File: config.mk
export PLATFORM = sky130hd
export DESIGN_NAME = ext_mem_arbiter
export DESIGN_NICKNAME = d
export VERILOG_FILES = /design/src/rtl/ext_mem_arbiter_pkg.sv /design/src/rtl/ext_mem_arb_aging.sv /design/src/rtl/ext_mem_arbiter.sv
export SDC_FILE = /design/constraint.sdc
export NUM_CORES = 1
export LEC_CHECK = 0
export CELL_PAD_IN_SITES_DETAIL_PLACEMENT = 0
export CELL_PAD_IN_SITES_GLOBAL_PLACEMENT = 2
export CORE_AREA = 2 2 127 129
export CTS_BUF_LIST = sky130_fd_sc_hd__clkbuf_4 sky130_fd_sc_hd__clkbuf_8 sky130_fd_sc_hd__clkbuf_16
export DETAILED_ROUTE_END_ITERATION = 12
export DIE_AREA = 0 0 129 131
export GPL_TIMING_DRIVEN = 0
export HOLD_SLACK_MARGIN = 0.03
export PLACE_DENSITY_LB_ADDON = 0.1
export SETUP_SLACK_MARGIN = 0.15
export SLEW_MARGIN = 20
export SYNTH_ARGS = -nofsm -noshare
export SYNTH_HDL_FRONTEND = slang
export SYNTH_SLANG_ARGS = --single-unit
File: constraint.sdc
create_clock -name clk_i -period 4.8 [get_ports clk_i]
set_clock_uncertainty 0.15 [all_clocks]
set_input_delay 0.72 -clock clk_i [delete_from_list [all_inputs] [get_ports clk_i]]
set_output_delay 0.72 -clock clk_i [all_outputs]
set_load 0.03 [all_outputs]
File: src/rtl/ext_mem_arbiter_pkg.sv
// Shared definitions for the external TCM arbiter and the FPGA top.
// Holds the default TCM geometry, the per-port request bundle and a width helper.
package ext_mem_arbiter_pkg;

    // TCM geometry shared by the FPGA top and the arbiter defaults.
    localparam int unsigned EXT_MEM_BYTES = 32'h0002_0000;
    localparam int unsigned EXT_MEM_BASE  = 32'h0000_1000;
    localparam int unsigned EXT_MEM_DW    = 32;
    localparam int unsigned EXT_MEM_AW    = 32;

    // One requester's access bundle as seen by the FPGA top.
    typedef struct packed {
        logic                    we;
        logic [EXT_MEM_DW/8-1:0] be;
        logic [EXT_MEM_AW-1:0]   addr;
        logic [EXT_MEM_DW-1:0]   wdata;
    } ext_mem_req_t;

    // Wait-counter width; kept at least one bit so MAX_WAIT=0 still elaborates.
    function automatic int unsigned wait_cnt_width(input int unsigned max_wait);
        return (max_wait < 1) ? 1 : $clog2(max_wait + 1);
    endfunction

endpackage

File: src/rtl/ext_mem_arb_aging.sv
// Port-1 aging for the external TCM arbiter, used only when EXT_MEM_ARB_AGING_EN is defined.
// Counts cycles in which port 1 requests but is denied; when the count reaches
// MAX_WAIT, port 1 takes priority over port 0 for one grant.
module ext_mem_arb_aging
    import ext_mem_arbiter_pkg::*;
#(
    parameter int unsigned MAX_WAIT = 8,
    localparam int unsigned CNT_WIDTH = wait_cnt_width(MAX_WAIT)
) (
    input  logic clk_i,
    input  logic rst_ni,
    input  logic req_i,
    input  logic gnt_i,
    output logic prio_o
);

    logic [CNT_WIDTH-1:0] cnt_q, cnt_d;
    logic                 cnt_sat;

    assign cnt_sat = (cnt_q == CNT_WIDTH'(MAX_WAIT));

    // Next count: clear on grant or idle, otherwise count denied cycles up to saturation.
    always_comb begin
        cnt_d = cnt_q;
        if (!req_i || gnt_i) begin
            cnt_d = '0;
        end else if (!cnt_sat) begin
            cnt_d = cnt_q + CNT_WIDTH'(1);
        end
    end

    // Wait counter register.
    always_ff @(posedge clk_i or negedge rst_ni) begin
        if (!rst_ni) begin
            cnt_q <= '0;
        end else begin
            cnt_q <= cnt_d;
        end
    end

    // Override depends only on registered state, so there is no loop through gnt_i.
    assign prio_o = req_i && cnt_sat;

endmodule

File: src/rtl/ext_mem_arbiter.sv
// Two-port arbiter and sequencer for the single-port external TCM.
// Port 0 (AXI path) has fixed priority; port 1 (debug/DMA) may starve unless
// EXT_MEM_ARB_AGING_EN is defined, which adds a bounded-wait override for port 1.
// Grant is combinational; the response (rvalid) follows one cycle after the grant
// and read data passes straight through from the TCM.
module ext_mem_arbiter
    import ext_mem_arbiter_pkg::*;
#(
    parameter int unsigned DATA_WIDTH = 32,
    parameter int unsigned ADDR_WIDTH = 32,
    parameter int unsigned MEM_BYTES  = EXT_MEM_BYTES,
    parameter int unsigned BASE_ADDR  = EXT_MEM_BASE,
    parameter int unsigned MAX_WAIT   = 8,
    localparam int unsigned BE_WIDTH  = DATA_WIDTH / 8,
    localparam int unsigned MEM_AW    = $clog2(MEM_BYTES)
) (
    input  logic                                clk_i,
    input  logic                                rst_ni,
    input  logic [1:0]                          req_i,
    input  logic [1:0]                          we_i,
    input  logic [1:0][BE_WIDTH-1:0]            be_i,
    input  logic [1:0][ADDR_WIDTH-1:0]          addr_i,
    input  logic [1:0][DATA_WIDTH-1:0]          wdata_i,
    output logic [1:0]                          gnt_o,
    output logic [1:0]                          rvalid_o,
    output logic [DATA_WIDTH-1:0]               rdata_o,
    output logic                                mem_en_o,
    output logic                                mem_we_o,
    output logic [BE_WIDTH-1:0]                 mem_be_o,
    output logic [MEM_AW-1:0]                   mem_addr_o,
    output logic [DATA_WIDTH-1:0]               mem_wdata_o,
    input  logic [DATA_WIDTH-1:0]               mem_rdata_i
);

    logic                  prio1;
    logic [1:0]            gnt;
    logic                  sel;
    logic [ADDR_WIDTH-1:0] addr_diff;
    logic                  rsp_vld_q, rsp_vld_d;
    logic                  rsp_port_q, rsp_port_d;

`ifdef EXT_MEM_ARB_AGING_EN
    ext_mem_arb_aging #(
        .MAX_WAIT (MAX_WAIT)
    ) u_aging (
        .clk_i  (clk_i),
        .rst_ni (rst_ni),
        .req_i  (req_i[1]),
        .gnt_i  (gnt[1]),
        .prio_o (prio1)
    );
`else
    // Strict priority: port 1 never overrides port 0.
    logic unused_max_wait;
    assign unused_max_wait = ^MAX_WAIT;
    assign prio1           = 1'b0;
`endif

    // Grant selection; nothing is granted while reset is held so no access is lost.
    always_comb begin
        gnt = 2'b00;
        if (rst_ni) begin
            if (req_i[1] && (prio1 || !req_i[0])) begin
                gnt = 2'b10;
            end else if (req_i[0]) begin
                gnt = 2'b01;
            end
        end
    end

    assign gnt_o = gnt;
    assign sel   = gnt[1];

    // Rebase onto the TCM; wrap-around by truncation is intentional (no range check).
    assign addr_diff = addr_i[sel] - ADDR_WIDTH'(BASE_ADDR);

    logic unused_addr_hi;
    assign unused_addr_hi = ^addr_diff[ADDR_WIDTH-1:MEM_AW];

    // Memory-side mux; all outputs held at zero when no grant is given.
    always_comb begin
        mem_en_o    = 1'b0;
        mem_we_o    = 1'b0;
        mem_be_o    = '0;
        mem_addr_o  = '0;
        mem_wdata_o = '0;
        if (|gnt) begin
            mem_en_o    = 1'b1;
            mem_we_o    = we_i[sel];
            mem_be_o    = be_i[sel];
            mem_addr_o  = addr_diff[MEM_AW-1:0];
            mem_wdata_o = wdata_i[sel];
        end
    end

    // Next-state of the response tracker: remember whether and to whom we granted.
    always_comb begin
        rsp_vld_d  = |gnt;
        rsp_port_d = gnt[1];
    end

    // Response tracking registers; async reset drops any pending response.
    always_ff @(posedge clk_i or negedge rst_ni) begin
        if (!rst_ni) begin
            rsp_vld_q  <= 1'b0;
            rsp_port_q <= 1'b0;
        end else begin
            rsp_vld_q  <= rsp_vld_d;
            rsp_port_q <= rsp_port_d;
        end
    end

    assign rvalid_o[0] = rsp_vld_q && !rsp_port_q;
    assign rvalid_o[1] = rsp_vld_q &&  rsp_port_q;
    assign rdata_o     = mem_rdata_i;

endmodule
Word-level counts from Yosys, hierarchy flattened
Cells that the tools add are included.
- $add $sub $neg: 1
- reduce and logical (&&, ||, !) cells: 6
- multiplexer cells: 16
- magnitude comparators: 1
- operator list (cell ; count):
    32-bit 2-to-1 mux ; 3
    17-bit 2-to-1 mux ; 3
    17-bit by 13-bit subtractor with 17-bit output (second input constant) ; 1
    4-bit 2-to-1 mux ; 3
    1-bit 2-to-1 mux ; 5
    2-bit 2-to-1 mux ; 2
    1-bit logical AND ; 3
    1-bit logical NOT ; 2
    1-bit by 2-bit < comparator with 1-bit output (second input constant) ; 1
    2-bit OR reduction ; 1
- register bits: 2
- output and inout port bits: 91
- logic and storage cells: 26
- bits of input ports: 174

Longest topological paths before layout
- depth in word-level cells: 8
- depth in mapped cells: 7
- mapped depth without buffers: 6

Worst setup path after synthesis
Ideal clock, no wire load.
- path kind: input port to output port
- start: input req_i[1]
- end: output mem_addr_o[14]
- data arrival time: 2355 ps
- data required time: 3930 ps
- path buffers: 1
- path slack: 1575 ps
- cell stages on the path: 7
- path through: buf_2 > nand3b_4 > mux2i_2 > ha_1 > xor2_1 > nand3b_1 > a21boi_0
- longest elaborated chain between the ends: 7
- elaborated cells on any way between the ends: 8
- those cells by class: add/sub: 1; mux: 5; reduce/logical: 2
- ends and longest elaborated chain (element ; line ; RTL):
    start: declaration ; ext_mem_arbiter.sv:19 ; input logic [1:0] req_i,
    1-bit logical AND (*) ; ext_mem_arbiter.sv:63 ; if (req_i[1] && (prio1 || !req_i[0])) begin
    2-bit 2-to-1 mux (*) ; ext_mem_arbiter.sv:63 ;
    2-bit 2-to-1 mux (*) ; ext_mem_arbiter.sv:62 ; if (rst_ni) begin
    17-bit 2-to-1 mux (not written as such) (2 in series) ; ext_mem_arbiter.sv:75 ; assign addr_diff = addr_i[sel] - ADDR_WIDTH'(BASE_ADDR);
    17-bit by 13-bit subtractor with 17-bit output ; ext_mem_arbiter.sv:75 ;
    17-bit 2-to-1 mux (*) ; ext_mem_arbiter.sv:87 ; if (|gnt) begin
    end: declaration ; ext_mem_arbiter.sv:30 ; output logic [MEM_AW-1:0] mem_addr_o,
Every way passes the cells marked *; elsewhere a longest branch is shown, timed or not. The select of a mux whose other input is x is not followed.

Worst setup path after layout
- start: input rst_ni
- end: output mem_addr_o[16]
- longest elaborated chain between the ends: 5
- elaborated cells on any way between the ends: 6
- those cells by class: add/sub: 1; mux: 4; reduce/logical: 1
- ends and longest elaborated chain (element ; line ; RTL):
    start: declaration ; ext_mem_arbiter.sv:18 ; input logic rst_ni,
    2-bit 2-to-1 mux (*) ; ext_mem_arbiter.sv:62 ;
    17-bit 2-to-1 mux (not written as such) (2 in series) ; ext_mem_arbiter.sv:75 ;
    17-bit by 13-bit subtractor with 17-bit output ; ext_mem_arbiter.sv:75 ;
    17-bit 2-to-1 mux (*) ; ext_mem_arbiter.sv:87 ;
Marks and branches as above.

==> flow_results.org <==
** Run status
- The run finished with clean final reports.

** Critical path
- The critical path is of the input port to output pin type.
- Element type at the critical path start :: input port
- Req. time, crit path :: 3.93 ns
- Critical path data arrival time :: 3.38 ns
- In this run the worst path has a maximum fanout of 10.
- Type of element capturing the critical path :: output pin

** Power and ir drop
- Of the total power, combinational logic draws 0.727.
- For this design the total switching power over the nets is 195 uW.
- The analysis attributes to cell leakage a power of 1.58 nW.
- Of the total power, the share spent switching nets is 0.375.
- Seq pwr share :: 0.035
- The share of total power dissipated in the clock network is 0.238.
- Max rail drop VDD :: 0.103 mV
- The internal portion of the total power is 325 uW.
- Power density over cell area :: 134 mW/mm2

** Final layout
- Most common library cell in the layout ignoring fill and taps :: sky130_fd_sc_hd__clkdlybuf4s50_1
- Nets@finish :: 661
- After routing the design area is 0.00389 mm2.
- Commonest non-fill, non-tap cells in the layout :: 201 x sky130_fd_sc_hd__clkdlybuf4s50_1, 100 x sky130_fd_sc_hd__nand2_1, 51 x sky130_fd_sc_hd__and2_1
- Share of post-route cells with drive strength above 1 :: 0.116
- The area growth from synthesis to layout is 154%.
- The number of antenna diodes in the final layout is 0.

** Routing
- Detail-routed net length per standard cell :: 12.7 um
- The routed layout has 2414 vias.
- Total routed wirelength :: 8860 um
- Once detail routing completed, the nets flagged for antenna violations numbered 0.
- DRC violation total after the first TritonRoute iteration :: 34
- After detailed routing, the number of remaining DRC violations is 0.
- TritonRoute pass-1 iters :: 4
- DR vias/cell :: 3.45

** Synthesis
- Synth Register Bits :: 2
- Mux share of post-synthesis cell area :: 0.0155
- In the synthesized netlist, the number of instances is 280.
- Mean post-synth cell area :: 5.47 um2
- Yosys mapped the design onto 22 distinct sky130hd cell types.
- Post-Synthesis Net Count :: 455
- Yosys warnings :: 0
- For this run, the register share of the synthesized area comes to 0.0327.
- The synthesized netlist occupies a cell area of 0.00153 mm2.
- Synth Area in Compound Gates :: 0.176
- Area share of fa/ha/maj cells after synthesis :: 0.00816
- Parity-gate share of the synthesized area counting xor and xnor cells :: 0.0343
- Largest family of logic cells by synthesized area :: simple AND/OR/NAND/NOR gates
- Post-synthesis share of cell area spent on and, or, nand and nor gates :: 0.494

** STA
- Rel. slew slack :: 0.670
- Count of final setup violators :: 0
- Crit share post-route :: 0.886
- Fin. Hold Viols :: 0
- Aggregate negative setup slack :: 0 ns
- The count of final max-slew check failures was 0.
- Setup repair after global routing missed its margin :: no
- Min cycle time layout :: 4.25 ns
- On the final layout, the worst hold slack is 0.690 ns.
- F_max :: 235 MHz
- Least-Margin Pin Slew :: 0.493 ns

** Run
- Max-capacitance violation count :: 0

** Global routing
- The number of antenna violations at the first check in global routing came to 0.
- Wire length of the first global-routing pass :: 12600 um
- Global Route Usage Sum :: 0.0938
- For this run the aggregate overflow at the end of global routing stands at 0.
- Entering global routing, the biggest net connects 11 pins.
- Via count of the first global-routing pass :: 2307

** Clock network
- CTS buffer count :: 3
- Resized cells post-CTS :: 0
- Clock-pin slew was measured on the worst setup and hold paths at 0.03 ns.
- Clock tree from TritonCTS :: yes
- CTS built an H-tree with a depth of 1.
- Buffers inserted to repair hold after CTS numbered 0.
- Sinks on Clock Net :: 2
- In this run the post-CTS setup repair buffer count came out at 0.
- Counting along the longest clock path gives a buffer depth of 2.
- The cell sitting at the root of the clock tree is a sky130_fd_sc_hd__clkbuf_16.

** Placed design
- Once placement finished, the instance area stood at 0.00381 mm2.
- Count of buffers inserted at the top-level ports :: 201
- Post-DP HPWL :: 7160 um
- The congestion estimate from routability-driven global placement came to 0.696.

** Die
- Die span in y :: 131 um
- The die covers 0.0169 mm2.
- Width of the chip :: 129 um
- Initial standard-cell utilization of the core :: 0.0983
- The floorplan has 46 rows.
- Ports :: 265
- Core area :: 0.0156 mm2

** Hold path
- In this run the worst hold path is classified as input port to asynchronous set/reset pin.
==> state kept, by name, indices dropped and copies added (netlist names) <==
signal,count
rsp_port_q,1
rsp_vld_q,1
==> kinds of logic (layout without fill, tap and decap cells) <==
kind of cell / after synthesis / after routing
AND/OR/NAND/NOR: 159 / 159
adder cells (fa/ha/maj): 1 / 1
buffers and inverters: 57 / 261
AO/OA/AOI/OAI: 53 / 53
flip-flops: 2 / 2
XOR/XNOR: 6 / 6
multiplexers: 2 / 2
==> metal layers <==
metal | global-route usage | share of wire | wire length [um] | vias up
met1 | 0.111 | 0.41 | 3610 | 1038
met2 | 0.175 | 0.51 | 4510 | 115
met4 | 0.0173 | 0.0055 | 49 | 0
met5 | 0 | 0 | 0 | -
li1 | - | - | - | 1259
met3 | 0.0212 | 0.078 | 690 | 2
==> final cells by class <==
| class | count | area, um2 |
|---|---|---|
| Buffer | 54 | 355 |
| Clock buffer | 3 | 75.1 |
| Multi-Input combinational cell | 221 | 1120 |
| Fill cell | 1759 | 11700 |
| Sequential cell | 2 | 50.0 |
| Inverter | 3 | 11.3 |
| Tap cell | 216 | 270 |
| Timing Repair Buffer | 201 | 2010 |
==> power by group through the flow <==
stage	Sequential, mW	Clock, mW	Combinational (mW)
after floorplan	0.0183	0	0.184
after global placement	0.0183	0	0.385
after detailed placement	0.0183	0	0.383
after CTS	0.0182	0.125	0.385
after global routing	0.0182	0.128	0.409
final	0.0181	0.124	0.378
==> final timing paths <==
| check | slack, ns | start | cells past startpoint | end |
|---|---|---|---|---|
| max in group asynchronous | 3.48 | rst_ni | 1 | rsp_vld_q$_DFF_PN0_ |
| worst max-delay path | 0.55 | rst_ni | 8 | mem_addr_o[16] |
| worst min-delay path | 0.69 | rst_ni | 1 | rsp_port_q$_DFF_PN0_ |
| min in group clk_i | 0.76 | req_i[1] | 3 | rsp_port_q$_DFF_PN0_ |
==> synth_stat cells <==
master	number	area share
sky130_fd_sc_hd__nand2_1	100	0.24
sky130_fd_sc_hd__and2_1	51	0.21
sky130_fd_sc_hd__o21ai_0	50	0.16
sky130_fd_sc_hd__buf_4	33	0.16
sky130_fd_sc_hd__buf_2	17	0.056
sky130_fd_sc_hd__xnor2_1	4	0.023
sky130_fd_sc_hd__clkbuf_1	3	0.0073
sky130_fd_sc_hd__inv_1	3	0.0073
sky130_fd_sc_hd__dfrtp_1	2	0.033
sky130_fd_sc_hd__nor3_1	2	0.0065
sky130_fd_sc_hd__nor3b_1	2	0.0098
sky130_fd_sc_hd__o22ai_1	2	0.0082
sky130_fd_sc_hd__xor2_1	2	0.011
sky130_fd_sc_hd__a21boi_0	1	0.0049
sky130_fd_sc_hd__buf_6	1	0.0073
sky130_fd_sc_hd__ha_1	1	0.0082
sky130_fd_sc_hd__mux2i_1	1	0.0065
sky130_fd_sc_hd__mux2i_2	1	0.0090
sky130_fd_sc_hd__nand3b_1	1	0.0049
sky130_fd_sc_hd__nand3b_4	1	0.013
sky130_fd_sc_hd__nor2_1	1	0.0024
sky130_fd_sc_hd__nor2b_1	1	0.0041
==> stage by stage <==
step / utilization / cells / power, mW / setup slack, ns
final: 0.249 / 700 / 0.520 / 0.545
after CTS: 0.249 / 700 / 0.528 / 0.457
after global placement: 0.245 / 697 / 0.403 / 0.471
after global routing: 0.249 / 700 / 0.555 / 0.275
after floorplan: - / 280 / 0.202 / 1.58
after detailed placement: 0.245 / 697 / 0.401 / 0.492
==> worst max-delay path, cell delays in order <==
cell	delay [ns]
sky130_fd_sc_hd__clkdlybuf4s50_1	0.78
sky130_fd_sc_hd__nand3b_4	0.18
sky130_fd_sc_hd__mux2i_2	0.21
sky130_fd_sc_hd__ha_1	0.27
sky130_fd_sc_hd__nor3b_1	0.26
sky130_fd_sc_hd__xnor2_1	0.10
sky130_fd_sc_hd__o22ai_1	0.16
sky130_fd_sc_hd__clkdlybuf4s50_1	0.70
(Power assumes the default switching activity.)
